### src/rtl/predict_update_ctrl_if.sv
// Update/flush request bus and predictor-table write port shared by the
// branch-predictor update controller and whatever drives it.
interface predict_update_ctrl_if;
  logic        upd_valid1;
  logic        upd_valid2;
  logic [12:0] upd_pc1;
  logic [12:0] upd_pc2;
  logic [12:0] upd_target1;
  logic [12:0] upd_target2;
  logic        upd_taken1;
  logic        upd_taken2;
  logic        flush_req;
  logic        upd_ready;
  logic [10:0] w_addr;
  logic [15:0] w_data;
  logic        wen;
  logic        clearing;
  logic [15:0] drop_cnt;

  modport master (
    output upd_valid1, upd_valid2, upd_pc1, upd_pc2, upd_target1, upd_target2,
           upd_taken1, upd_taken2, flush_req,
    input  upd_ready, w_addr, w_data, wen, clearing, drop_cnt
  );

  modport slave (
    input  upd_valid1, upd_valid2, upd_pc1, upd_pc2, upd_target1, upd_target2,
           upd_taken1, upd_taken2, flush_req,
    output upd_ready, w_addr, w_data, wen, clearing, drop_cnt
  );
endinterface

### src/rtl/predict_update_ctrl.sv
// Queues E-stage branch updates from two pipes into a small FIFO and drains
// them one per cycle into the predictor table; clears the table on reset/flush.
module predict_update_ctrl #(
  parameter int FIFO_DEPTH = 4,
  parameter int N_ENTRIES  = 2048
) (
  input logic                  CLK,
  input logic                  RST,
  predict_update_ctrl_if.slave bus
);
  localparam int PW = (FIFO_DEPTH > 1) ? $clog2(FIFO_DEPTH) : 1;
  localparam int CW = (N_ENTRIES > 1) ? $clog2(N_ENTRIES) : 1;

  typedef enum logic {CLEAR, RUN} state_e;

  state_e          state_q, state_d;
  logic [CW-1:0]   clrCnt_q, clrCnt_d;
  logic [PW-1:0]   wrPtr_q, rdPtr_q;
  logic [PW:0]     count_q;
  logic [15:0]     dropCnt_q;
  logic [10:0]     fifoAddr[FIFO_DEPTH];
  logic [15:0]     fifoData[FIFO_DEPTH];

  logic            updReady, acceptOk, merge, enq1, enq2, deq, flushFifo;
  logic            wenInt;
  logic [10:0]     wAddrInt;
  logic [15:0]     wDataInt;
  logic [15:0]     entry1, entry2;
  logic [1:0]      numDrop;
  logic [16:0]     dropSum;

  // Ready looks at the registered occupancy only, so a double enqueue always fits.
  assign updReady = !RST && (state_q == RUN) && (count_q <= (PW+1)'(FIFO_DEPTH - 2));
  assign acceptOk = updReady && !bus.flush_req;
  assign merge    = acceptOk && bus.upd_valid1 && bus.upd_valid2 &&
                    (bus.upd_pc1[10:0] == bus.upd_pc2[10:0]);
  assign enq1     = acceptOk && bus.upd_valid1 && !merge;
  assign enq2     = acceptOk && bus.upd_valid2;
  assign deq      = !RST && (state_q == RUN) && (count_q != '0) && !bus.flush_req;
  assign numDrop  = {1'b0, bus.upd_valid1 && !acceptOk} + {1'b0, bus.upd_valid2 && !acceptOk};
  assign dropSum  = {1'b0, dropCnt_q} + 17'(numDrop);

  assign entry1 = bus.upd_taken1 ? {1'b1, bus.upd_pc1[12:11], bus.upd_target1} : 16'h0000;
  assign entry2 = bus.upd_taken2 ? {1'b1, bus.upd_pc2[12:11], bus.upd_target2} : 16'h0000;

  always_comb begin
    state_d   = state_q;
    clrCnt_d  = clrCnt_q;
    wenInt    = 1'b0;
    wAddrInt  = 11'h000;
    wDataInt  = 16'h0000;
    flushFifo = 1'b0;
    case (state_q)
      CLEAR: begin
        wenInt   = 1'b1;
        wAddrInt = 11'(clrCnt_q);
        if (bus.flush_req) begin
          clrCnt_d = '0;
        end else if (clrCnt_q == CW'(N_ENTRIES - 1)) begin
          state_d = RUN;
        end else begin
          clrCnt_d = clrCnt_q + 1'b1;
        end
      end
      RUN: begin
        // A flush discards the queue, so the head is not written in that cycle either.
        wenInt   = (count_q != '0) && !bus.flush_req;
        wAddrInt = fifoAddr[rdPtr_q];
        wDataInt = fifoData[rdPtr_q];
        if (bus.flush_req) begin
          state_d   = CLEAR;
          clrCnt_d  = '0;
          flushFifo = 1'b1;
        end
      end
      default: state_d = CLEAR;
    endcase
    if (RST) begin
      state_d   = CLEAR;
      clrCnt_d  = '0;
      wenInt    = 1'b1;
      wAddrInt  = 11'h000;
      wDataInt  = 16'h0000;
      flushFifo = 1'b0;
    end
  end

  always_ff @(posedge CLK) begin
    if (RST) begin
      state_q  <= CLEAR;
      clrCnt_q <= '0;
    end else begin
      state_q  <= state_d;
      clrCnt_q <= clrCnt_d;
    end
  end

  always_ff @(posedge CLK) begin
    if (RST || flushFifo) begin
      wrPtr_q <= '0;
      rdPtr_q <= '0;
      count_q <= '0;
    end else begin
      wrPtr_q <= wrPtr_q + PW'(enq1) + PW'(enq2);
      rdPtr_q <= rdPtr_q + PW'(deq);
      count_q <= count_q + (PW+1)'(enq1) + (PW+1)'(enq2) - (PW+1)'(deq);
    end
  end

  // Pipe 2 is younger, so it lands in the slot after pipe 1 when both enqueue.
  always_ff @(posedge CLK) begin
    if (enq1) begin
      fifoAddr[wrPtr_q] <= bus.upd_pc1[10:0];
      fifoData[wrPtr_q] <= entry1;
    end
    if (enq2) begin
      fifoAddr[wrPtr_q + PW'(enq1)] <= bus.upd_pc2[10:0];
      fifoData[wrPtr_q + PW'(enq1)] <= entry2;
    end
  end

  always_ff @(posedge CLK) begin
    if (RST) begin
      dropCnt_q <= 16'h0000;
    end else begin
      dropCnt_q <= dropSum[16] ? 16'hFFFF : dropSum[15:0];
    end
  end

  assign bus.upd_ready = updReady;
  assign bus.wen       = wenInt;
  assign bus.w_addr    = wAddrInt;
  assign bus.w_data    = wDataInt;
  assign bus.clearing  = RST || (state_q == CLEAR);
  assign bus.drop_cnt  = dropCnt_q;
endmodule

### src/flat_wrapper.sv
// flat-port wrapper written by rule: the top's interface ports become plain ports
module predict_update_ctrl_flat 
#(
  parameter int FIFO_DEPTH = 4,
  parameter int N_ENTRIES  = 2048
)
  (CLK, RST, bus_upd_valid1, bus_upd_valid2, bus_upd_pc1, bus_upd_pc2, bus_upd_target1, bus_upd_target2, bus_upd_taken1, bus_upd_taken2, bus_flush_req, bus_upd_ready, bus_w_addr, bus_w_data, bus_wen, bus_clearing, bus_drop_cnt);
  predict_update_ctrl_if bus_i ();
  input logic CLK;
  input logic RST;
  input wire logic [$bits(bus_i.upd_valid1)-1:0] bus_upd_valid1;
  input wire logic [$bits(bus_i.upd_valid2)-1:0] bus_upd_valid2;
  input wire logic [$bits(bus_i.upd_pc1)-1:0] bus_upd_pc1;
  input wire logic [$bits(bus_i.upd_pc2)-1:0] bus_upd_pc2;
  input wire logic [$bits(bus_i.upd_target1)-1:0] bus_upd_target1;
  input wire logic [$bits(bus_i.upd_target2)-1:0] bus_upd_target2;
  input wire logic [$bits(bus_i.upd_taken1)-1:0] bus_upd_taken1;
  input wire logic [$bits(bus_i.upd_taken2)-1:0] bus_upd_taken2;
  input wire logic [$bits(bus_i.flush_req)-1:0] bus_flush_req;
  output wire logic [$bits(bus_i.upd_ready)-1:0] bus_upd_ready;
  output wire logic [$bits(bus_i.w_addr)-1:0] bus_w_addr;
  output wire logic [$bits(bus_i.w_data)-1:0] bus_w_data;
  output wire logic [$bits(bus_i.wen)-1:0] bus_wen;
  output wire logic [$bits(bus_i.clearing)-1:0] bus_clearing;
  output wire logic [$bits(bus_i.drop_cnt)-1:0] bus_drop_cnt;
  assign bus_i.upd_valid1 = bus_upd_valid1;
  assign bus_i.upd_valid2 = bus_upd_valid2;
  assign bus_i.upd_pc1 = bus_upd_pc1;
  assign bus_i.upd_pc2 = bus_upd_pc2;
  assign bus_i.upd_target1 = bus_upd_target1;
  assign bus_i.upd_target2 = bus_upd_target2;
  assign bus_i.upd_taken1 = bus_upd_taken1;
  assign bus_i.upd_taken2 = bus_upd_taken2;
  assign bus_i.flush_req = bus_flush_req;
  assign bus_upd_ready = bus_i.upd_ready;
  assign bus_w_addr = bus_i.w_addr;
  assign bus_w_data = bus_i.w_data;
  assign bus_wen = bus_i.wen;
  assign bus_clearing = bus_i.clearing;
  assign bus_drop_cnt = bus_i.drop_cnt;
  predict_update_ctrl #(.FIFO_DEPTH(FIFO_DEPTH), .N_ENTRIES(N_ENTRIES)) u_core (.CLK(CLK), .RST(RST), .bus(bus_i));
endmodule
### config.mk
export PLATFORM = sky130hd
export DESIGN_NAME = predict_update_ctrl_flat
export DESIGN_NICKNAME = d
export VERILOG_FILES = /design/src/rtl/predict_update_ctrl_if.sv /design/src/rtl/predict_update_ctrl.sv /design/src/flat_wrapper.sv
export SDC_FILE = /design/constraint.sdc
export NUM_CORES = 1
export LEC_CHECK = 0
export ABC_AREA = 1
export CORE_MARGIN = 3
export CORE_UTILIZATION = 51
export DETAILED_ROUTE_END_ITERATION = 16
export PLACE_DENSITY_LB_ADDON = 0.12
export SLEW_MARGIN = 20
export SYNTH_ARGS = -nofsm -noshare
export SYNTH_HDL_FRONTEND = slang
export SYNTH_SLANG_ARGS = --single-unit
### constraint.sdc
create_clock -name CLK -period 3.78 [get_ports CLK]
set_clock_uncertainty 0.15 [all_clocks]
set_input_delay 0.756 -clock CLK [delete_from_list [all_inputs] [get_ports CLK]]
set_output_delay 0.756 -clock CLK [all_outputs]
set_load 0.01 [all_outputs]
==> flow_summary_export.csv, run 1 <==
group,metric,value,unit
outcome,outcome,"complete, no violations",
setup_path,path_max_fanout,12,
drt,dr.pass1.iters,5,
finish,fillers,1340,
timing,slew_violations,0,
placed_design,place_inst,1431,
power,p_leak,4.64,nW
synthesis,synthFlopType,"edfxtp_1",
synthesis,yosys-top-cells-area,"edfxtp_1, nand2_1, dfxtp_1",
synthesis,synth_warnings,0,
synthesis,synth_edf_count,108,
grt,grt_max_degree,56,
power,p_switching,799,µW
clocking,clk_pin_slew_worst_paths,0.06,ns
floorplanning,dieArea,17600,µm²
synthesis,ys_seq_elements,143,
synthesis,syn-cell-area,8170,µm²
synthesis,ys_seq_area_share,48.3,%
drt,routedWlPerCell,15.3,µm
clocking,clk_path_buf_depth,2,
finish,final_core_util,67.3,%
floorplanning,die_w,133,µm
setup_path,crit_path_end_kind,"output pin",
setup_path,r2r_start,"u_core.state_q",
timing,hold_viol_final,0,
drt,drcViolationCount,0,
grt,grt_pass1_wl,35800,µm
grt,grt_pass1_vias,7121,
floorplanning,rows,45,
setup_path,start_kind,"input port",
setup_path,rrSetupSlack,0.85,ns
clocking,cts_resized,0,
timing,setup-violations-final,0,
timing,worst_slew_pin_slew,0.826,ns
clocking,cts_tree,"built",
synthesis,netlist-cell-type-count,31,
setup_path,worstPathRequired,2.87,ns
setup_path,worstRegToRegCells,15,
synthesis,synth_common_cells,"nand2_1, nor2_1, edfxtp_1",
timing,fin_ws,0.247,ns
floorplanning,start_util,52.9,%
clocking,cts.hold.buffers_added,0,
floorplanning,die_y,133,µm
synthesis,synth.avg_cell_area,7.47,µm²
grt,overflow,0,
floorplanning,core,15400,µm²
clocking,cts.sinks,143,
hold_path,hold_class,"reg2reg",
clocking,postCtsSetupBuffers,0,
floorplanning,io_pins,105,
finish,drive_gt1_share,9.11,%
placed_design,finalWeightedCongestion,0.853,
drt,drt_wl_total,22400,µm
drt,drt_iter0_markers,495,
grt,antenna_found_initial,1,
power,pwr-share-seq,46.5,%
placed_design,io_buffers,104,
finish,area_growth,27.1,%
clocking,clk_latency,0.42,ns
power,pwr_density_cell,352,nW/µm²
timing,max_slew_margin,44.8,%
clocking,htreeDepth,4,
drt,postRouteAntennaNets,0,
clocking,numCtsBuffers,17,
setup_path,critical_path_class,"in2out",
synthesis,synth_nets,1162,
finish,nNetsFinal,1308,
finish,antenna_cells,0,
power,switching_share,21.9,%
synthesis,syn_inst,1093,
synthesis,async_flop_share,0,%
hold_path,hold_depth,2,
timing,fmax,283,MHz
clocking,cts-root-buf,"clkbuf_16",
synthesis,yosys.area.top_type_share,39.7,%
hold_path,min_to,"u_core.bus.drop_cnt[12]",
placed_design,hpwl,15100,µm
setup_path,cp.arrival,2.63,ns
job,cap_violations,0,
power,pwr-share-comb,7.0,%
power,p_int,2.85,mW
synthesis,yosys.area.top_type,"edfxtp_1",
setup_path,r2r_end,"u_core.fifoAddr[3][9]",
placed_design,post-place-ws,-0.0757,ns
timing,rsz0062_at_grt,"no",
timing,finalCritPeriodShare,93.5,%
synthesis,synth.most_common_cell,"nand2_1",
hold_path,min_from,"u_core.bus.drop_cnt[12]",
grt,grtUsageTotal,25.6,%
drt,dr_total_vias,7477,
finish,layoutNonFillerInstCount,1463,
timing,fin_crit,3.53,ns
drt,vias_per_cell,5.11,
power,pwr-share-clk,46.5,%
power,vdd_drop_max,301,µV
## final cells by class
type | instances | area, µm² | share of cell area [%]
clock buffer | 18 | 429 | 4.13
clock inverter | 14 | 166 | 1.60
inverter | 109 | 414 | 3.99
multi-input combinational | 798 | 3530 | 34.0
sequential | 143 | 3950 | 38.0
tap | 211 | 264 | 2.54
timing repair buffer | 170 | 1640 | 15.8
## power by group through the flow
stage / Combinational [mW] / Sequential (mW) / Clock (mW)
floorplan: 0.112 / 1.73 / 0
global placement: 0.245 / 1.73 / 0
detailed placement: 0.252 / 1.73 / 0
CTS: 0.254 / 1.70 / 1.71
global route: 0.287 / 1.70 / 1.78
finish: 0.254 / 1.70 / 1.70
## state kept, by name, summed over array words and instances (netlist names)
register             count
u_core.clrCnt_q         11
u_core.state_q           1
u_core.rdPtr_q           2
u_core.count_q           3
u_core.fifoData         64
u_core.wrPtr_q           2
u_core.fifoAddr         44
u_core.bus.drop_cnt     16
## routing by layer
metal,wire length [µm],up-vias,GRT usage (%)
li1,-,3740,-
met1,9010,3391,32.0
met2,11200,298,44.7
met3,1680,46,5.06
met4,462,2,8.49
met5,8,-,0
## placed cells by master, fill, tap and decap left out, types with 3 or more instances in the layout
cell	instances
nor2_4	4
nand2_1	498
buf_12	8
edfxtp_1	108
fa_1	3
nand4_1	10
o21ai_0	23
buf_4	58
xnor2_1	4
clkdlybuf4s50_1	104
xor2_1	8
clkbuf_16	17
inv_1	103
a32o_1	11
nor2_1	120
a21oi_1	37
clkinv_1	3
clkinvlp_4	6
dfxtp_1	34
nand2_4	4
o21ai_1	16
ha_1	7
nand3_1	44
bufinv_16	3
## kinds of logic (layout without fill, tap and decap cells)
family	Yosys count	after routing	share of synthesized area (%)
adders and majority gates	10	10	1.81
xor gates and xnor gates	12	12	1.29
and+or+nand+nor	687	687	33.8
DFF	143	143	48.3
AOI/OAI and AO/OA	89	89	6.30
buffers and inverters	152	311	8.55
## critical path, cell delays in order
cell             delay (ns)
clkdlybuf4s50_1        0.54
nor2_2                 0.55
a32o_1                 0.23
clkdlybuf4s50_1        0.54
## per-stage QoR
stage / cell area (µm²) / hold slack [ns] / total power [mW] / TNS [ns]
finish: 10400 / 0.344 / 3.65 / 0
global placement: 9780 / 0.329 / 1.98 / -0.00408
global route: 10400 / 0.393 / 3.76 / 0
CTS: 10400 / 0.343 / 3.67 / 0
floorplan: 8170 / 0.314 / 1.85 / 0
detailed placement: 9780 / 0.335 / 1.98 / -0.807
## worst max path at each step
| stage | startpoint | end | slack [ns] | cells after the start |
|---|---|---|---|---|
| CTS | RST | bus_w_addr[0] | 0.03 | 4 |
| detailed placement | bus_upd_valid2 | u_core.fifoAddr[3][9] | -0.08 | 15 |
| finish | RST | bus_w_addr[10] | 0.25 | 4 |
| global placement | bus_upd_valid2 | u_core.fifoData[3][14] | -0.004 | 15 |
| floorplan | RST | u_core.fifoAddr[0][0] | 0.01 | 15 |
| global route | bus_upd_valid2 | u_core.fifoAddr[2][10] | 0.09 | 15 |
Note: power is estimated with default switching activity, not from simulation.
==> run 2, diff against run 1 <==
TNS_END_PERCENT = 20   (was not set)
==> results of run 2 <==
Same layout as run 1: the final DEF is identical, and so are final timing and power.
==> run 3, diff against run 2 <==
MAX_ROUTING_LAYER = met4   (was not set)
==> run 3 against run 2 <==
  * Maximum frequency is 0.95% higher
  * Sequential cell count stayed put
  * Register-to-register slack better by 0.04 ns
  * Via count is 0.68% lower
  * Critical endpoint is now bus_w_addr[2]
  * Non-clock buffer count is 1 lower
  * Count of clock-buffer cells in the layout stayed put
  * Critical path depth stayed put
  * Design area is 0.22% higher
  * Hold slack worse by 0.0087 ns
==> flow_summary_export.csv, run 3 (synthesized netlist as in run 1, its figures left out) <==
group,metric,value,unit
grt,grt_pass1_vias,6798,
power,p_leak,4.66,nW
floorplanning,dieArea,17600,µm²
setup_path,start_kind,"input port",
clocking,cts_tree,"built",
drt,dr_total_vias,7426,
placed_design,place_inst,1430,
placed_design,finalWeightedCongestion,0.868,
drt,dr.pass1.iters,6,
timing,fmax,286,MHz
grt,grt_max_degree,56,
timing,fin_ws,0.281,ns
timing,finalCritPeriodShare,92.6,%
timing,setup_tns,0,ns
floorplanning,io_pins,105,
placed_design,post-place-ws,-0.0190,ns
setup_path,worstPathRequired,2.87,ns
clocking,numCtsBuffers,17,
drt,drt_wl_total,22100,µm
grt,grt_pass1_wl,34700,µm
finish,layoutNonFillerInstCount,1461,
timing,hold_viol_final,0,
drt,routedWlPerCell,15.1,µm
timing,fin_crit,3.50,ns
timing,worst_slew_pin_slew,0.851,ns
clocking,htreeDepth,4,
grt,antenna_found_initial,0,
clocking,clk_pin_slew_worst_paths,0.05,ns
finish,final_common_cell,"nand2_1",
finish,drive_gt1_share,8.64,%
power,vdd_drop_max,322,µV
setup_path,crit_path_end_kind,"output pin",
timing,slew_violations,0,
timing,setup-violations-final,0,
floorplanning,die_y,133,µm
grt,overflow,0,
placed_design,hpwl,14800,µm
clocking,cts.sinks,143,
timing,max_slew_margin,43.2,%
finish,area_growth,27.4,%
clocking,clk_latency,0.43,ns
clocking,cts-root-buf,"clkbuf_16",
outcome,outcome,"complete, no violations",
finish,largest_register_ffs,64,
setup_path,critical_path_class,"in2out",
finish,final_cell_mix,"nand2_1, nor2_1, edfxtp_1, clkdlybuf4s50_1, inv_1",
drt,drcViolationCount,0,
placed_design,io_buffers,104,
grt,grtUsageTotal,25.9,%
power,pwr_density_cell,354,nW/µm²
finish,largest_register,"u_core.fifoData",
timing,holdWs,0.336,ns
floorplanning,core,15400,µm²
clocking,clk_path_buf_depth,2,
floorplanning,rows,45,
timing,rsz0062_at_grt,"no",
drt,vias_per_cell,5.08,
floorplanning,die_w,133,µm
setup_path,path_max_fanout,12,
setup_path,cp.arrival,2.59,ns
job,cap_violations,0,
finish,antenna_cells,0,
finish,post-route-cell-area,10400,µm²
drt,drt_iter0_markers,632,
finish,nNetsFinal,1307,
drt,postRouteAntennaNets,0,
hold_path,hold_class,"reg2reg",
floorplanning,start_util,52.9,%
placed_design,place_area,9800,µm²
-- run 3: metal layers --
metal | GRT usage (%) | part of all wire [%]
met5 | - | 0
met3 | 4.33 | 7.2
met2 | 43.8 | 50
met1 | 32.2 | 42
met4 | 7.39 | 1.3
-- run 3: critical path, stage by stage --
cell	delay (ns)
clkdlybuf4s50_1	0.54
nor2_2	0.53
a32o_1	0.23
clkdlybuf4s50_1	0.53
-- run 3: worst paths after layout --
| check | startpoint | end | slack [ns] | depth (start not counted) |
|---|---|---|---|---|
| max | RST | bus_w_addr[2] | 0.28 | 4 |
| min | u_core.bus.drop_cnt[12] | u_core.bus.drop_cnt[12] | 0.34 | 2 |
| max reg2reg | u_core.count_q[1] | u_core.fifoData[2][14] | 0.89 | 14 |
| min reg2reg | u_core.bus.drop_cnt[12] | u_core.bus.drop_cnt[12] | 0.34 | 2 |
-- run 3: power by group --
part           switching [mW]  total, mW  leakage, nW  internal (mW)
Clock                   0.637       1.73        0.284           1.09
Sequential            0.00666       1.70         1.26           1.69
Combinational           0.128      0.253         3.11          0.125
-- run 3: layout make-up --
type | instances | area, µm²
inverters | 109 | 414
flip-flops and latches | 143 | 3950
clock buffers | 18 | 429
repair buffers | 169 | 1650
fillers | 1326 | 5020
well taps | 211 | 264
multi-input cells | 798 | 3530
clock inverters | 13 | 171
-- run 3: timing repair --
action | CTS | global route
resized for setup | 0 | 1
setup endpoints to repair | 0 | 11
hold buffers | 0 | 0
setup buffers | 0 | 0
-- run 3: metrics by stage --
step | power, mW | util [%]
2_1_floorplan | 1.85 | -
3_3_place_gp | 1.98 | 63.5
3_5_place_dp | 1.98 | 63.5
4_1_cts | 3.69 | 67.4
5_1_grt | 3.78 | 67.4
6_report | 3.68 | 67.4
